## config.mk

```make
export PLATFORM = sky130hd
export DESIGN_NAME = ram_write_arbiter_4core
export DESIGN_NICKNAME = d
export VERILOG_FILES = /design/src/rtl/ram_write_arbiter_4core.sv
export SDC_FILE = /design/constraint.sdc
export NUM_CORES = 1
export LEC_CHECK = 0
export CORE_MARGIN = 4
export CORE_UTILIZATION = 40
export CTS_BUF_LIST = sky130_fd_sc_hd__clkbuf_2
export DETAILED_ROUTE_END_ITERATION = 8
export DONT_BUFFER_PORTS = 1
export PLACE_DENSITY = 0.66
export SYNTH_ARGS = -nofsm -noshare
export SYNTH_HDL_FRONTEND = slang
export SYNTH_SLANG_ARGS = --single-unit
```

## constraint.sdc

```tcl
create_clock -name clk -period 4.56 [get_ports clk]
set_input_delay 0.912 -clock clk [delete_from_list [all_inputs] [get_ports clk]]
set_output_delay 0.912 -clock clk [all_outputs]
set_load 0.05 [all_outputs]
```

## src/rtl/ram_write_arbiter_4core.sv

```systemverilog
// Round-robin write arbiter driving the single write port of the shared 4-core RAM.
// Define RAM_ARB_HOLD_EN to let a locking owner keep the port for up to MAX_HOLD writes.
module ram_write_arbiter_4core #(
  parameter int ADDR_W   = 16,
  parameter int DATA_W   = 16,
  parameter int MAX_HOLD = 4
) (
  input  logic              clk,
  input  logic              reset,
  input  logic              wr_req0,
  input  logic              wr_req1,
  input  logic              wr_req2,
  input  logic              wr_req3,
  input  logic              wr_lock0,
  input  logic              wr_lock1,
  input  logic              wr_lock2,
  input  logic              wr_lock3,
  input  logic [ADDR_W-1:0] wr_addr0,
  input  logic [ADDR_W-1:0] wr_addr1,
  input  logic [ADDR_W-1:0] wr_addr2,
  input  logic [ADDR_W-1:0] wr_addr3,
  input  logic [DATA_W-1:0] wr_data0,
  input  logic [DATA_W-1:0] wr_data1,
  input  logic [DATA_W-1:0] wr_data2,
  input  logic [DATA_W-1:0] wr_data3,
  output logic              wr_ack0,
  output logic              wr_ack1,
  output logic              wr_ack2,
  output logic              wr_ack3,
  output logic              mem_we,
  output logic [ADDR_W-1:0] mem_addr,
  output logic [DATA_W-1:0] mem_wdata,
  output logic [1:0]        grant_id,
  output logic              busy
);

  typedef enum logic [1:0] {IDLE, WRITE, HOLD} state_t;

  state_t            state_q, state_d;
  logic [1:0]        last_grant_q, last_grant_d;
  logic [1:0]        grant_id_q, grant_id_d;
  logic [3:0]        hold_cnt_q, hold_cnt_d;
  logic [3:0]        ack_q, ack_d;
  logic              mem_we_q, mem_we_d;
  logic              busy_q, busy_d;
  logic [ADDR_W-1:0] mem_addr_q, mem_addr_d;
  logic [DATA_W-1:0] mem_wdata_q, mem_wdata_d;

  logic [3:0]        req_vec;
  logic [3:0]        lock_vec;
  logic              rr_found;
  logic [1:0]        rr_winner;
  logic [1:0]        rr_idx;
  logic [1:0]        sel_id;
  logic [ADDR_W-1:0] sel_addr;
  logic [DATA_W-1:0] sel_data;
  logic              hold_ok;

  assign req_vec  = {wr_req3, wr_req2, wr_req1, wr_req0};
  assign lock_vec = {wr_lock3, wr_lock2, wr_lock1, wr_lock0};

  // Search starts one past the last winner, so the last winner has lowest priority.
  always_comb begin
    rr_found  = 1'b0;
    rr_winner = last_grant_q;
    rr_idx    = last_grant_q;
    for (int i = 1; i <= 4; i++) begin
      rr_idx = last_grant_q + 2'(i);
      if (!rr_found && req_vec[rr_idx]) begin
        rr_found  = 1'b1;
        rr_winner = rr_idx;
      end
    end
  end

  always_comb begin
    sel_addr = wr_addr0;
    sel_data = wr_data0;
    case (sel_id)
      2'd0: begin sel_addr = wr_addr0; sel_data = wr_data0; end
      2'd1: begin sel_addr = wr_addr1; sel_data = wr_data1; end
      2'd2: begin sel_addr = wr_addr2; sel_data = wr_data2; end
      default: begin sel_addr = wr_addr3; sel_data = wr_data3; end
    endcase
  end

`ifdef RAM_ARB_HOLD_EN
  assign hold_ok = lock_vec[grant_id_q] && (hold_cnt_q < 4'(MAX_HOLD));
`else
  logic unused_hold;
  assign hold_ok     = 1'b0;
  assign unused_hold = ^{lock_vec, hold_cnt_q, 4'(MAX_HOLD)};
`endif

  // hold_cnt counts writes in the current ownership streak, including the first one.
  always_comb begin
    state_d      = state_q;
    last_grant_d = last_grant_q;
    grant_id_d   = grant_id_q;
    hold_cnt_d   = hold_cnt_q;
    ack_d        = 4'b0000;
    mem_we_d     = 1'b0;
    mem_addr_d   = mem_addr_q;
    mem_wdata_d  = mem_wdata_q;
    sel_id       = grant_id_q;
    case (state_q)
      IDLE: begin
        hold_cnt_d = 4'd0;
        sel_id     = rr_winner;
        if (rr_found) begin
          state_d           = WRITE;
          last_grant_d      = rr_winner;
          grant_id_d        = rr_winner;
          hold_cnt_d        = 4'd1;
          ack_d[rr_winner]  = 1'b1;
          mem_we_d          = 1'b1;
          mem_addr_d        = sel_addr;
          mem_wdata_d       = sel_data;
        end
      end
      WRITE: begin
        state_d = hold_ok ? HOLD : IDLE;
      end
      HOLD: begin
        if (req_vec[grant_id_q] && lock_vec[grant_id_q]) begin
          state_d           = WRITE;
          hold_cnt_d        = hold_cnt_q + 4'd1;
          ack_d[grant_id_q] = 1'b1;
          mem_we_d          = 1'b1;
          mem_addr_d        = sel_addr;
          mem_wdata_d       = sel_data;
        end else begin
          state_d = IDLE;
        end
      end
      default: state_d = IDLE;
    endcase
    busy_d = (state_d != IDLE);
  end

  always_ff @(posedge clk) begin
    if (reset) begin
      state_q      <= IDLE;
      last_grant_q <= 2'd3;
      grant_id_q   <= 2'd0;
      hold_cnt_q   <= 4'd0;
      ack_q        <= 4'b0000;
      mem_we_q     <= 1'b0;
      busy_q       <= 1'b0;
      mem_addr_q   <= '0;
      mem_wdata_q  <= '0;
    end else begin
      state_q      <= state_d;
      last_grant_q <= last_grant_d;
      grant_id_q   <= grant_id_d;
      hold_cnt_q   <= hold_cnt_d;
      ack_q        <= ack_d;
      mem_we_q     <= mem_we_d;
      busy_q       <= busy_d;
      mem_addr_q   <= mem_addr_d;
      mem_wdata_q  <= mem_wdata_d;
    end
  end

  assign wr_ack0   = ack_q[0];
  assign wr_ack1   = ack_q[1];
  assign wr_ack2   = ack_q[2];
  assign wr_ack3   = ack_q[3];
  assign mem_we    = mem_we_q;
  assign mem_addr  = mem_addr_q;
  assign mem_wdata = mem_wdata_q;
  assign grant_id  = grant_id_q;
  assign busy      = busy_q;

endmodule

```

==> summary.md <==
| Metric | Value |
|---|---|
| Status | `finished, final reports clean` |
| Top-count cell post-synth | `nand2_1` |
| Vias in the first global route | `2,026` |
| Final hold vios | `0` |
| Initial antenna violation count | `0` |
| Reg2Reg Setup Slack | `between 1 and 1.5 ns` |
| Chip Width | `88.4 um` |
| Antenna-violating nets left | `0` |
| Unrepaired setup endpoints after global routing | `no` |
| Initial DRC count | `71` |
| Post-Synth Simple-Gate Area | `0.182` |
| Critical Path Sink | `mem_wdata[15]` |
| CTS resizes | `0` |
| Largest family of logic cells by synthesized area | `compound AO/OA/AOI/OAI gates` |
| Post-synth top area share | `0.341` |
| Crit path cell chain | `nand3_1 -> a2111oi_2 -> or3_1 -> nand2_4 -> a211oi_2 -> a2111oi_4` |
| PortBufs | `0` |
| CTS Sinks | `44` |
| Power per cell area | `between 400 and 500 mW/mm^2` |
| CTS Hold Bufs | `0` |
| HP Class | `in -> reg` |
| Fin crit period | `between 3 and 4 ns` |
| Mapped Cells | `292` |
| Detailed Routing Iterations Pass 1 | `4` |
| Post-synthesis compound-gate area fraction | `0.260` |
| Ys async rst share | `0` |
| Synth unique cells | `46` |
| Post-synthesis adder-cell area fraction | `0` |
| Post-synth EDFFs | `0` |
| Worst R2R Path Depth | `6` |
| Top cells by count, synth | `64 x nand2_1, 44 x dfxtp_1, 29 x a311oi_1, 29 x o22ai_1, 25 x mux2_2` |
| Share of cells above drive strength 1 | `0.170` |
| Syn_nets | `430` |
| Die area | `0.00781 sq mm` |
| Final period utilization | `0.681` |
| Largest net degree at the start of global routing | `44` |
| Top_reg_cell synth | `dfxtp_1` |
| Synth area leaders | `dfxtp_1 34%, mux2_2 11%, a311oi_1 9.8%, nand2_1 9.3%, o22ai_1 7.0%` |
| Hold Path Cell Cnt | `1` |
| Post-DP HPWL | `5.22 mm` |
| Drt total wl | `7.05 mm` |
| Clock Latency Late Sink | `0.39 ns` |
| TNS Setup | `0 ns` |
| Post-CTS Repair Setup Buffers | `0` |
| Critical path type | `reg -> reg` |
| Synthesized area | `roughly 0.0026 sq mm` |
| Slowest CP cell | `dfxtp_1` |
| Worst setup path start | `grant_id[1]` |
| Max incr delay on CP | `0.82 ns` |
| Critical Path Start Type | `register` |
| Worst Path Max Fanout | `30` |
| Mux share of post-synthesis cell area | `0.138` |
| Longest Clk Path Bufs | `2` |
| Area delta synth->final | `-0.533%` |
| Placer congestion estimate | `about 0.8` |
| Post-synthesis xor/xnor area fraction | `0` |
| Syn_area_per_cell | `8.84 sq um` |
| Diode count | `0` |
| Kind of end point of the critical path | `register` |
| Nets | `415` |
| # setup viols final | `0` |
| # Max-Cap Violations | `0` |
| Clk_skew | `0.0252 ns` |
| Pins Over Slew Limit | `0` |
| Register area share after synthesis | `0.341` |
| Root Buffer | `clkbuf_2` |
| FF+latch count, synth | `44` |
| Leak | `0.000912 uW` |
| VDD IR max | `0.209 mV` |
| Reg2reg end | `mem_wdata[15]` |
| Row count | `29` |
| Worst hold slack | `0.553 ns` |
| Area occupied by multi-input gates | `0.00150 sq mm` |
| Relative slew margins | `0.359` |
| Synth Warn # | `0` |
| Die height | `88.4 um` |
| Vias per Instance | `6.30` |
| CTS H-tree lvls | `2` |
| Achievable frequency | `approximately 0.32 GHz` |
| Synth area leader | `dfxtp_1` |
| Gr usage total | `0.160` |
| Worst reg2reg startpoint | `grant_id[1]` |
| Core area | `0.00631 sq mm` |
| DRC Markers | `0` |
| CTS tree | `built` |
| Storage cell area | `881 sq um` |
| CTS buffer count | `5` |
| Starting Density | `0.409` |
| Filler cells | `650` |
| Vias | `2,231` |
| WL per Instance | `19.9 um` |
| CP Data Arrival Time | `3.39 ns` |
| Slew @ Worst Pin | `0.962 ns` |
| First-pass GRT wire length | `9.94 mm` |
| # IOs | `178` |
| Global route total overflow | `0` |
| Reg clk slew, reported paths | `0.21 ns` |
| WP data required | `4.85 ns` |
through the flow:
step	utilization	instances	total power [uW]	area [sq um]	worst slack, ns
after detailed placement	0.401	347	922	2530	1.34
after CTS	0.407	354	1080	2570	1.43
after global routing	0.407	354	1130	2570	1.20
after global placement	0.401	347	918	2530	1.44
after floorplan	-	292	890	2580	2.10
final	0.407	354	1070	2570	1.46
area by class of cell:
class                           instances  area share
Clock buffer                            6      0.0117
Inverter                                4     0.00779
Timing Repair Buffer                    3      0.0136
Multi-Input combinational cell        219       0.585
Sequential cell                        44       0.343
Tap cell                               77      0.0375
Clock inverter                          1     0.00195
power breakdown:
group / leakage [uW] / switching, uW / internal, uW / total, uW
Sequential: 0.000365 / 195 / 433 / 628
Combinational: 0.000519 / 155 / 127 / 282
Clock: 0.0000288 / 121 / 36.7 / 158
flip-flops by register name, indices dropped and copies added (netlist names):
register	count
grant_id	2
busy	1
mem_wdata	16
mem_we	1
mem_addr	16
state_q	2
last_grant_q	2
ack_q	4
critical path, delay by kind of cell, from the launching register on:
family / cells / cell delay (ns)
AND/OR/NAND/NOR: 3 / 1.25
flip-flops: 1 / 0.82
AO/OA/AOI/OAI: 3 / 0.94
kinds of logic (layout without fill, tap and decap cells):
logic type      after synthesis  after routing
simple gates                101            101
compound gates               85             85
flops                        44             44
mux                          32             32
buf+inv                      29             14
other cells                   1              1
layout by cell type, fill, tap and decap left out, types with 2 or more instances in the layout:
| cell type | synthesis | layout |
|---|---|---|
| nand2b_1 | 4 | 4 |
| dfxtp_1 | 44 | 44 |
| and2_1 | 3 | 3 |
| inv_1 | 3 | 3 |
| nand2_1 | 64 | 64 |
| a21oi_1 | 6 | 6 |
| mux2i_1 | 3 | 3 |
| nor3_1 | 6 | 6 |
| o22ai_1 | 29 | 29 |
| nand3_1 | 3 | 3 |
| a311oi_1 | 29 | 29 |
| mux2_2 | 25 | 25 |
| a22oi_1 | 2 | 2 |
| a21o_1 | 2 | 2 |
| nor2_1 | 10 | 10 |
| a31oi_1 | 2 | 2 |
| clkbuf_2 | 1 | 6 |
| nand3b_1 | 4 | 4 |
| buf_4 | 2 | 2 |
| a32oi_1 | 2 | 2 |
| mux2_1 | 4 | 4 |
| a221o_1 | 2 | 2 |
layer usage:
layer,GRT usage,vias up,routed length [um],share of wire
met5,0,-,0,0
met2,0.271,109,3500,0.50
met4,0.0453,0,83,0.012
met1,0.195,1048,2810,0.40
li1,-,1066,-,-
met3,0.0521,8,654,0.093
how the worst min path moves through the flow:
| stage | to | start |
|---|---|---|
| 6_report | mem_wdata[15] | reset |
| 5_1_grt | mem_wdata[15] | reset |
| 4_1_cts | mem_wdata[15] | reset |
| 3_5_place_dp | last_grant_q[0] | last_grant_q[0] |
| 3_3_place_gp | last_grant_q[0] | last_grant_q[0] |
| 2_1_floorplan | last_grant_q[0] | last_grant_q[0] |
Note: power is estimated with default switching activity, not from simulation.
